**config.mk**
```make
export PLATFORM = sky130hd
export DESIGN_NAME = execution_hazard_controller
export DESIGN_NICKNAME = d
export VERILOG_FILES = /design/src/rtl/exec_ctrl_pkg.sv /design/src/rtl/hazard_compare.sv /design/src/rtl/execution_hazard_controller.sv
export SDC_FILE = /design/constraint.sdc
export NUM_CORES = 1
export LEC_CHECK = 0
export CORE_UTILIZATION = 62
export DETAILED_ROUTE_END_ITERATION = 10
export DONT_BUFFER_PORTS = 1
export PLACE_DENSITY_LB_ADDON = 0.25
export SETUP_SLACK_MARGIN = 0.02
export SLEW_MARGIN = 20
export SYNTH_ARGS = -nofsm -noshare
export SYNTH_HDL_FRONTEND = slang
export SYNTH_HIERARCHICAL = 1
export SYNTH_SLANG_ARGS = --single-unit
```
**constraint.sdc**
```tcl
create_clock -name CLK -period 4 [get_ports CLK]
set_input_delay 0.2 -clock CLK [delete_from_list [all_inputs] [get_ports CLK]]
set_output_delay 0.2 -clock CLK [all_outputs]
set_load 0.05 [all_outputs]
```
**src/rtl/exec_ctrl_pkg.sv**
```systemverilog
// Shared types for the execution-stage hazard controller: operand select codes,
// shadow pipeline entry layout and stage indices.
package exec_ctrl_pkg;

    localparam int ADDR_BITS  = 5;
    localparam int SEL_BITS   = 3;
    localparam int NUM_STAGES = 5;

    localparam int STG_EX  = 0;
    localparam int STG_DM1 = 1;
    localparam int STG_DM2 = 2;
    localparam int STG_DM3 = 3;
    localparam int STG_WB  = 4;

    typedef enum logic [SEL_BITS-1:0] {
        SEL_RS     = 3'd0,
        SEL_PC_IMM = 3'd1,
        SEL_DM1    = 3'd2,
        SEL_DM2    = 3'd3,
        SEL_DM3    = 3'd4,
        SEL_WB     = 3'd5
    } sel_e;

    typedef struct packed {
        logic                 we;
        logic                 load;
        logic [ADDR_BITS-1:0] rd;
    } shadow_entry_t;

    // x0 is hard-wired zero, so it never matches an in-flight writer.
    function automatic logic writes_reg(input shadow_entry_t e, input logic [ADDR_BITS-1:0] rs);
        return e.we && (rs != '0) && (e.rd == rs);
    endfunction

endpackage

```
**src/rtl/hazard_compare.sv**
```systemverilog
// Compares one decode source register against the in-flight shadow entries and
// returns the forwarding select, a load-use flag and a raw any-writer flag.
module hazard_compare
    import exec_ctrl_pkg::*;
(
    input  logic [ADDR_BITS-1:0] rs_i,
    input  logic                 use_alt_i,
    input  shadow_entry_t        ex_i,
    input  shadow_entry_t        dm1_i,
    input  shadow_entry_t        dm2_i,
    input  shadow_entry_t        dm3_i,
    output sel_e                 sel_o,
    output logic                 load_use_o,
    output logic                 any_match_o
);

    logic matchEx, matchDm1, matchDm2, matchDm3;

    assign matchEx  = writes_reg(ex_i,  rs_i);
    assign matchDm1 = writes_reg(dm1_i, rs_i);
    assign matchDm2 = writes_reg(dm2_i, rs_i);
    assign matchDm3 = writes_reg(dm3_i, rs_i);

    assign any_match_o = matchEx | matchDm1 | matchDm2 | matchDm3;

    // Codes name where the producer will sit when the consumer reaches EX,
    // one stage further on; the youngest producer wins.
    always_comb begin
        sel_o      = SEL_RS;
        load_use_o = 1'b0;
        if (use_alt_i) begin
            sel_o = SEL_PC_IMM;
        end else if (matchEx) begin
            sel_o      = SEL_DM1;
            load_use_o = ex_i.load;
        end else if (matchDm1) begin
            sel_o      = SEL_DM2;
            load_use_o = dm1_i.load;
        end else if (matchDm2) begin
            sel_o      = SEL_DM3;
            load_use_o = dm2_i.load;
        end else if (matchDm3) begin
            sel_o      = SEL_WB;
        end
    end

endmodule

```
**src/rtl/execution_hazard_controller.sv**
```systemverilog
// Execution-stage sequencer: shadow pipeline of in-flight writers, registered ALU
// operand forwarding selects, and stall/clear generation for hazards and branches.
module execution_hazard_controller
    import exec_ctrl_pkg::*;
#(
    parameter int REG_ADDR_W = ADDR_BITS,
    parameter int SEL_W      = SEL_BITS,
    parameter int PERF_W     = 32
) (
    input  logic                  CLK,
    input  logic                  RST,
    input  logic                  MEM_STALL,
    input  logic                  BRANCH_TAKEN,
    input  logic                  ID_VALID,
    input  logic [REG_ADDR_W-1:0] ID_RS1_ADDRESS,
    input  logic [REG_ADDR_W-1:0] ID_RS2_ADDRESS,
    input  logic [REG_ADDR_W-1:0] ID_RD_ADDRESS,
    input  logic                  ID_RD_WRITE_ENABLE,
    input  logic                  ID_IS_LOAD,
    input  logic                  ID_IS_STORE,
    input  logic                  ID_IN1_USES_PC,
    input  logic                  ID_IN2_USES_IMM,
    output logic [SEL_W-1:0]      ALU_IN1_MUX_SELECT,
    output logic [SEL_W-1:0]      ALU_IN2_MUX_SELECT,
    output logic                  STALL_FETCH,
    output logic                  STALL_DECODE,
    output logic                  STALL_EXECUTION_STAGE,
    output logic                  CLEAR_FETCH,
    output logic                  CLEAR_DECODE,
    output logic [PERF_W-1:0]     STALL_COUNT,
    output logic [PERF_W-1:0]     FLUSH_COUNT
);

    shadow_entry_t [NUM_STAGES-1:0] shadow_q, shadow_d;
    logic [SEL_W-1:0]  sel1_q, sel1_d, sel2_q, sel2_d;
    logic [PERF_W-1:0] stallCnt_q, stallCnt_d, flushCnt_q, flushCnt_d;

    sel_e sel1, sel2;
    logic loadUse1, loadUse2, anyMatch1, anyMatch2;
    logic hazard;
    shadow_entry_t issueEntry;

    hazard_compare u_cmp1 (
        .rs_i        (ID_RS1_ADDRESS),
        .use_alt_i   (ID_IN1_USES_PC),
        .ex_i        (shadow_q[STG_EX]),
        .dm1_i       (shadow_q[STG_DM1]),
        .dm2_i       (shadow_q[STG_DM2]),
        .dm3_i       (shadow_q[STG_DM3]),
        .sel_o       (sel1),
        .load_use_o  (loadUse1),
        .any_match_o (anyMatch1)
    );

    hazard_compare u_cmp2 (
        .rs_i        (ID_RS2_ADDRESS),
        .use_alt_i   (ID_IN2_USES_IMM),
        .ex_i        (shadow_q[STG_EX]),
        .dm1_i       (shadow_q[STG_DM1]),
        .dm2_i       (shadow_q[STG_DM2]),
        .dm3_i       (shadow_q[STG_DM3]),
        .sel_o       (sel2),
        .load_use_o  (loadUse2),
        .any_match_o (anyMatch2)
    );

    // Store data is read from the regfile rather than forwarded, so any older writer blocks it.
    assign hazard = ID_VALID & (loadUse1 | loadUse2 | (ID_IS_STORE & anyMatch2));

    always_comb begin
        issueEntry      = '0;
        issueEntry.we   = ID_VALID & ID_RD_WRITE_ENABLE & (ID_RD_ADDRESS != '0);
        issueEntry.load = issueEntry.we & ID_IS_LOAD;
        issueEntry.rd   = ID_RD_ADDRESS;
    end

    always_comb begin
        STALL_FETCH           = 1'b0;
        STALL_DECODE          = 1'b0;
        STALL_EXECUTION_STAGE = MEM_STALL;
        CLEAR_FETCH           = 1'b0;
        CLEAR_DECODE          = 1'b0;
        if (MEM_STALL) begin
            STALL_FETCH  = 1'b1;
            STALL_DECODE = 1'b1;
        end else if (BRANCH_TAKEN) begin
            CLEAR_FETCH  = 1'b1;
            CLEAR_DECODE = 1'b1;
        end else if (hazard) begin
            STALL_FETCH  = 1'b1;
            STALL_DECODE = 1'b1;
            CLEAR_DECODE = 1'b1;
        end
    end

    // Branch and hazard both inject a bubble into EX; only a clean issue loads real selects.
    always_comb begin
        shadow_d   = shadow_q;
        sel1_d     = sel1_q;
        sel2_d     = sel2_q;
        stallCnt_d = stallCnt_q;
        flushCnt_d = flushCnt_q;
        if (!MEM_STALL) begin
            shadow_d[STG_WB]  = shadow_q[STG_DM3];
            shadow_d[STG_DM3] = shadow_q[STG_DM2];
            shadow_d[STG_DM2] = shadow_q[STG_DM1];
            shadow_d[STG_DM1] = shadow_q[STG_EX];
            shadow_d[STG_EX]  = '0;
            sel1_d            = SEL_RS;
            sel2_d            = SEL_RS;
            if (BRANCH_TAKEN) begin
                if (flushCnt_q != '1) flushCnt_d = flushCnt_q + 1'b1;
            end else if (hazard) begin
                if (stallCnt_q != '1) stallCnt_d = stallCnt_q + 1'b1;
            end else if (ID_VALID) begin
                shadow_d[STG_EX] = issueEntry;
                sel1_d           = sel1;
                sel2_d           = sel2;
            end
        end
    end

    always_ff @(posedge CLK or posedge RST) begin
        if (RST) begin
            shadow_q   <= '0;
            sel1_q     <= '0;
            sel2_q     <= '0;
            stallCnt_q <= '0;
            flushCnt_q <= '0;
        end else begin
            shadow_q   <= shadow_d;
            sel1_q     <= sel1_d;
            sel2_q     <= sel2_d;
            stallCnt_q <= stallCnt_d;
            flushCnt_q <= flushCnt_d;
        end
    end

    assign ALU_IN1_MUX_SELECT = sel1_q;
    assign ALU_IN2_MUX_SELECT = sel2_q;
    assign STALL_COUNT        = stallCnt_q;
    assign FLUSH_COUNT        = flushCnt_q;

endmodule

```
==> results by stage, run 1 <==
Synthesis:
- Averaged over all synthesized cells, the footprint is 11.0 um2.
- The cell area that synthesis handed to floorplanning was roughly 5100 um2.
- The number of nets in the synthesized netlist is about 500.
- Synthesis produced a netlist whose cell count is about 470.
- During synthesis, Yosys emitted a total of 6 warnings.

Pwr:
- The cell area power density is 387 nW/um2.
- VDD sags by at most between 0.2 and 0.25 mV.
- For this design the static power due to leakage is roughly 2.5 nW.

Critical path:
- The worst setup path is launched from a flop.
- For the worst setup path, the data required time is between 4 and 5 ns.
- The worst setup path is of the reg2reg kind.
- The data arrival at the endpoint of the critical path is approximately 3.5 ns.
- The largest fanout on the critical path is 12.
- STA classifies the critical path endpoint as a flop.

Job:
- The tool flagged a number of max-cap violations equal to 0.

Die:
- The area enclosed by the die boundary is ~8700 um2.
- The y dimension of the die is between 90 and 100 um.
- From left edge to right edge, the die measures around 93 um.
- The core outline area is ~7900 um2.
- The total I/O pin count is 100.
- The initial cell density of the core is approximately two thirds.
- The row count is 32.

Clock tree:
- After clock tree synthesis, the clock-pin slew on the worst setup and hold paths is 0.09 ns.
- The buffer depth of the longest clock path is 2.
- The CTS tree is built.
- The master cell of the clock root buffer is clkbuf_8.
- The insertion delay of the later-clocked pin in the worst-skew pair is 0.36 ns.
- The count of H-tree levels built during CTS is 3.
- The number of clock buffers inserted by TritonCTS is 9.
- The clock drives just under 100 sinks.

GRT:
- The first global-routing pass estimated 18.2 mm of wire.
- The initial antenna violation count is 0.
- Entering global routing, the biggest net connects 67 pins.
- The number of global-route vias before repair is around 3700.
- After global routing the overflow that remains totals 0.
- The total global-route track usage is about 27%.

Place:
- The quantity of I/O buffers inserted on ports is 0.
- At the end of routability-driven placement, the weighted congestion stood at ~0.9.
- The estimated wirelength of the detail-placed design is 7.55 mm.

STA:
- The final count of negative-setup-slack endpoints is 0.
- Setup repair after global routing left no endpoint under its margin.
- The actual slew at the worst max-slew pin is ~1 ns.
- The worst hold slack across all endpoints is about 0.018 ns.
- The number of hold-slack violations in the final timing report is 0.
- The max-slew violation count came to 0.
- Counting I/O delays and the setup requirement, the final critical path takes approximately 3.3 ns.
- Summed over all failing endpoints, the final setup total negative slack is 0 ns.
- The top achievable clock speed is between 0.3 and 0.4 GHz.
- The period utilization is approximately 82%.
- Clock skew on the completed layout was measured at between 0.015 and 0.02 ns.
- The worst pin sits at a relative slew slack of around 33%.

Routing:
- The total vias in the final route is 3651.
- The number of iterations in the first detailed-routing pass is 4.
- Dividing the detail-routed wire length by the instance count gives roughly 19 um.
- The number of violations reported at the end of detailed-routing iteration 0 is about 250.
- In the routed design, unresolved DRC markers number 0.
- Summed over all layers, the routed wires come to ~11 mm.
- The via density per instance is around 6.3.
- In this run the remaining antenna-violating nets after routing total 0.

Layout:
- The net count of the finished layout is 502.
- Of the cells placed in the final design, the portion with a size suffix greater than 1 is around an eighth.
- The signed area change from the synthesized netlist to the final layout is 7.40%.
- The number of diodes added for antenna fixing is 0.

Outcome:
- The run finished with clean final reports.

Worst hold path:
- The worst hold path class is in2reg.
-- layout by cell type (no fill, tap or decap), types with 2 or more instances in the layout --
cell	instances
nor2_8	2
nor3b_1	3
a22o_1	12
dlygate4sd3_1	15
nor4_1	16
dfrtp_1	97
xor2_1	40
nand2_1	37
or4_1	2
buf_4	4
clkinv_4	2
a221oi_2	2
nor2_1	16
nor3_1	17
inv_1	7
clkbuf_8	9
xnor2_1	62
clkbuf_1	2
ha_1	2
nand3b_4	2
and3_1	7
a21oi_1	5
nand3_1	23
nand4_1	25
or3_1	3
or4_4	3
and2_1	6
nor4_2	3
and4_1	14
nor3_2	2
o21bai_1	2
mux2_2	22
-- path summary, 6_finish.rpt --
kind	startpoint	cells after the start	end	slack, ns
worst max-delay path	shadow_q[18]	10	shadow_q[2]	0.71
worst min-delay path	MEM_STALL	1	shadow_q[23]	0.02
worst max register to register	shadow_q[18]	10	shadow_q[2]	0.71
worst min register to register	shadow_q[6]	1	shadow_q[6]	0.55
max in group asynchronous	RST	3	FLUSH_COUNT[2]	2.59
min in group asynchronous	RST	2	FLUSH_COUNT[24]	0.48
-- power by group --
group	total [mW]	switching (mW)	internal (mW)	leakage, nW
logic	0.209	0.103	0.106	1.09
clock network	0.652	0.357	0.295	0.0941
registers	1.27	0.237	1.04	1.30
-- per-stage QoR --
stage               util [%]  power, mW  worst slack [ns]  cell area, um2  std cells
floorplan                  -       1.45             0.948            5140        468
finish                  70.0       2.13             0.709            5520        582
global route            70.0       2.22             0.520            5520        582
global placement        65.6       1.48              1.09            5170        551
detailed placement      65.6       1.48             0.963            5170        551
CTS                     69.8       2.13             0.761            5510        581
-- per-layer routing --
layer | global-route usage (%) | vias to the layer above | wire (um)
met5 | 0 | - | 0
met4 | 8.46 | 0 | 159
met3 | 6.83 | 18 | 797
met2 | 42.5 | 146 | 5250
met1 | 36.9 | 1807 | 4890
li1 | - | 1680 | -
-- cell type report --
| class | count | area, um2 |
|---|---|---|
| Inverter | 8 | 32.5 |
| Tap cell | 102 | 128 |
| Multi-Input combinational cell | 340 | 2560 |
| Clock inverter | 5 | 63.8 |
| Sequential cell | 97 | 2430 |
| Timing Repair Buffer | 19 | 180 |
| Fill cell | 564 | 2370 |
| Clock buffer | 11 | 131 |
-- flip-flops by register name, summed over array words and instances (netlist names) --
register and flops:
FLUSH_COUNT 32, STALL_COUNT 32, shadow_q 27, ALU_IN1_MUX_SELECT 3, ALU_IN2_MUX_SELECT 3
-- timing repair --
action                                 CTS  global route
buffers inserted                         0             0
gates resized for setup                  0             0
hold buffers                            14             1
endpoints found under the hold margin   84             6
-- critical path, stage by stage, from the launching register on --
cell           delay [ns]
dfrtp_1              0.45
xnor2_1              0.18
nand2_1              0.09
nor4_1               0.51
nand3b_4             0.13
a221oi_2             0.27
a211o_1              0.27
nand2_1              0.12
and2_1               0.34
a22o_1               0.27
dlygate4sd3_1        0.55
Note: power is estimated with default switching activity, not from simulation.
==> inputs of run 2 (changes only) <==
--- a/config.mk
+++ b/config.mk
@@ -5,6 +5,7 @@
 export SDC_FILE = /design/constraint.sdc
 export NUM_CORES = 1
 export LEC_CHECK = 0
+export ABC_AREA = 1
 export CORE_UTILIZATION = 62
 export DETAILED_ROUTE_END_ITERATION = 10
 export DONT_BUFFER_PORTS = 1
==> constraint.sdc (replaced) <==
create_clock -name CLK -period 3.2 [get_ports CLK]
set_input_delay 0.16 -clock CLK [delete_from_list [all_inputs] [get_ports CLK]]
set_output_delay 0.16 -clock CLK [all_outputs]
set_load 0.05 [all_outputs]
==> run 2 against run 1 <==
Compared with the run above: register-to-register slack got worse by 0.18 ns; worst setup slack worse by 0.18 ns; first-iteration DRC count increased by 100%; highest routed layer unchanged; fmax grew 23%; combinational power increased by 130%; area after synthesis grew 33%.
==> results by stage, run 2 <==
Routing:
- The remaining number of nets flagged by the antenna check after routing is 0 (unchanged).
- The final wirelength came to 17.5 mm (+58%).
- The total vias in the final route is 6671 (+83%).
- The number of iterations in the first detailed-routing pass was 5 (+1).
- The number of design rule violations left after detail routing came to 0 (unchanged).
- The number of violations reported at the end of detailed-routing iteration 0 is 492 (+100%).
- The routed wire length per instance is 14.0 um (-26%).
- The via density per instance came to 5.33 (-15%).

Die:
- The width of the die is 107 um (+15%).
- The total I/O pin count came to 100 (unchanged).
- The area enclosed by the die boundary is 11400 um2 (+32%).
- The row count is 37 (+16%).
- The y dimension of the die came to 107 um (+15%).
- The core outline area is 10500 um2 (+33%).
- The initial cell density of the core is 64.9% (-0.25 points).

Synthesis:
- The mean area per synthesized cell is 6.43 um2 (-41%).
- The number of nets in the synthesized netlist came to 1088 (+120%).
- The number of cells produced by synthesis is 1061 (+130%).
- The post-synthesis instance area is 6820 um2 (+33%).
- The total number of yosys warnings came to 6 (unchanged).

Layout:
- Compared with the post-synthesis result, the final layout area differs by 10.3%.
- In the layout the commonest cells are 509 x nand2_1, 120 x nor2_1, 97 x dfrtp_1.
- The final net count is 1138 (+130%).
- The number of diodes added for antenna fixing was 0 (unchanged).
- The leading cell type in the layout, fill and taps excluded is nand2_1.
- The final instance area is 7520 um2 (+36%).
- The layout cell share with drive strength beyond 1 is 12.8% (+0.74 points).

STA:
- The time the final worst path needs with I/O delays and setup came to 2.67 ns (-0.620 ns).
- The accumulated negative setup slack came to 0 ns (unchanged).
- The setup skew after layout is 0.00921 ns (-0.00875 ns).
- The number of hold-slack violations in the final timing report is 0 (unchanged).
- The period utilization is 83.5% (+1.2 points).
- The final count of negative-setup-slack endpoints is 0 (unchanged).
- The max-slew violation count is 0 (unchanged).
- The final worst-path setup slack was 0.528 ns (-0.180 ns).
- Setup repair after global routing left no endpoint under its margin.
- The actual slew at the worst max-slew pin is 0.932 ns (-0.0631 ns).
- The top achievable clock speed was 0.374 GHz (+23%).
- The worst slew margin relative to its limit came to 37.9% (+5.3 points).

Pwr:
- The switching fraction of total power is 32.0% (-0.67 points).
- The internal power component was 1.83 mW (+27%).
- The net switching power of the design came to 0.860 mW (+23%).
- The leakage power of the design is 3.71 nW (+49%).
- The sequential fraction of design power is 51.5% (-8.2 points).
- The clock power share came to 30.7% (+0.2 points).
- The worst IR drop on VDD came to 0.546 mV (+120%).
- The cell area power density came to 358 nW/um2 (-7.5%).
- The share of total power in combinational logic was 17.8% (+8.0 points).

Critical path:
- The worst register-to-register path begins at shadow_q[9].
- STA classifies the critical path startpoint as a flop.
- The critical path class is reg2reg.
- STA classifies the critical path endpoint as a flop.
- Walking the worst path, the cells encountered are inv_1 -> nand2_1 -> nand2_1 -> nor2_1 -> nand2_1 -> nor2_1 -> nor2_2 -> nand2_1 -> a21oi_2 -> nor2_1 -> nand2_1 -> a21oi_1 -> buf_4 -> nand4_1 -> o21ai_0 -> dlygate4sd3_1.
- The most numerous cell on the critical path is nand2_1.
- The data arrival at the endpoint of the critical path was 2.99 ns (-0.54 ns).
- The largest fanout on the critical path is 13 (+1).
- The delay of the slowest cell on the worst path came to 0.58 ns (+0.03 ns).
- For this design, the slowest cell found on the critical path is dlygate4sd3_1.
- Tracing the worst setup path back leads to its startpoint at shadow_q[9].
- The data required time of the critical path is 3.52 ns (-0.72 ns).

Clock tree:
- The post-CTS repair timing setup buffer count was 0 (unchanged).
- The insertion delay of the later-clocked pin in the worst-skew pair came to 0.37 ns (about the same).
- The total number of clock tree sinks is 97 (unchanged).
- The count of H-tree levels built during CTS was 3 (unchanged).
- The hold buffer count at CTS came to 12 (-2).
- The CTS tree is built.
- The buffer depth of the longest clock path is 2 (unchanged).
- The CTS clock-pin slew for the worst setup and hold paths was 0.09 ns (about the same).
- CTS placed an instance of clkbuf_8 at the clock tree root.
- The number of clock buffers inserted by TritonCTS came to 9 (unchanged).
- The number of gates given a new drive strength after cts was 0 (unchanged).

Place:
- The quantity of I/O buffers inserted on ports is 0 (unchanged).
- The setup slack at placement is 0.619 ns (-0.344 ns).
- The final weighted congestion in routability-driven placement is 0.942 (+4.5%).
- The post-placement cell area is 7210 um2 (+39%).
- The estimated wirelength of the detail-placed design is 12.7 mm (+68%).

GRT:
- The initial antenna violation count is 0 (unchanged).
- The pin count of the biggest net entering global routing came to 77 (+15%).
- The wire length of the first global-routing pass is 29.1 mm (+59%).
- The total global-route track usage was 32.5% (+5.5 points).
- The sum of overflow across all layers after global routing is 0 (unchanged).
- The number of global-route vias before repair was 6112 (+66%).

Worst hold path:
- In this run the most critical hold path is launched from ID_IN1_USES_PC.
- The path class of the tightest hold or removal check is in2reg.

Job:
- The max capacitance violation total was 0 (unchanged).

Outcome:
- The run finished with clean final reports.
==> run 2: worst paths after layout <==
check / to / slack [ns] / cells after the start
worst min register to register: shadow_q[27] / 0.53 / 2
min in group asynchronous: STALL_COUNT[19] / 0.46 / 2
max in group asynchronous: shadow_q[20] / 1.87 / 3
worst max register to register: shadow_q[5] / 0.53 / 16
worst max-delay path: shadow_q[5] / 0.53 / 16
worst min-delay path: ALU_IN1_MUX_SELECT[0] / 0.01 / 4
==> run 2: area by class of cell <==
class,instances,area (um2)
clock inverter,2,37.5
sequential,97,2430
inverter,96,368
fill,929,2990
clock buffer,13,159
multi-input combinational,846,3870
tap,136,170
timing repair buffer,61,483
==> run 2: per-layer routing <==
metal	up-vias	part of all wire [%]	GRT usage [%]	wire, um
li1	3340	-	-	-
met1	3053	44	43.1	7640
met2	239	46	50.8	8050
met3	39	8.1	8.69	1420
met4	0	2.5	12.5	436
met5	-	0	0	0
==> run 2: power groups by stage <==
stage	registers [mW]	clock network, mW	logic, mW
after floorplan	1.49	0	0.276
after detailed placement	1.41	0	0.458
after global placement	1.41	0	0.447
after CTS	1.38	0.840	0.478
final	1.39	0.826	0.479
after global routing	1.39	0.888	0.530
==> run 2: worst max-delay path, delay by kind of cell (launching register included) <==
| kind | cells | cell delay [ns] |
|---|---|---|
| simple gates | 10 | 0.88 |
| flops | 1 | 0.49 |
| compound gates | 3 | 0.39 |
| buf+inv | 3 | 0.86 |
==> run 2: through the flow <==
step	util (%)	hold WS, ns	total power, mW	cells
2_1_floorplan	-	0.301	1.76	1061
3_3_place_gp	68.6	0.275	1.85	1224
3_5_place_dp	68.6	0.280	1.87	1224
4_1_cts	71.6	0.00154	2.70	1251
5_1_grt	71.6	0.0338	2.81	1251
6_report	71.6	0.0127	2.69	1251
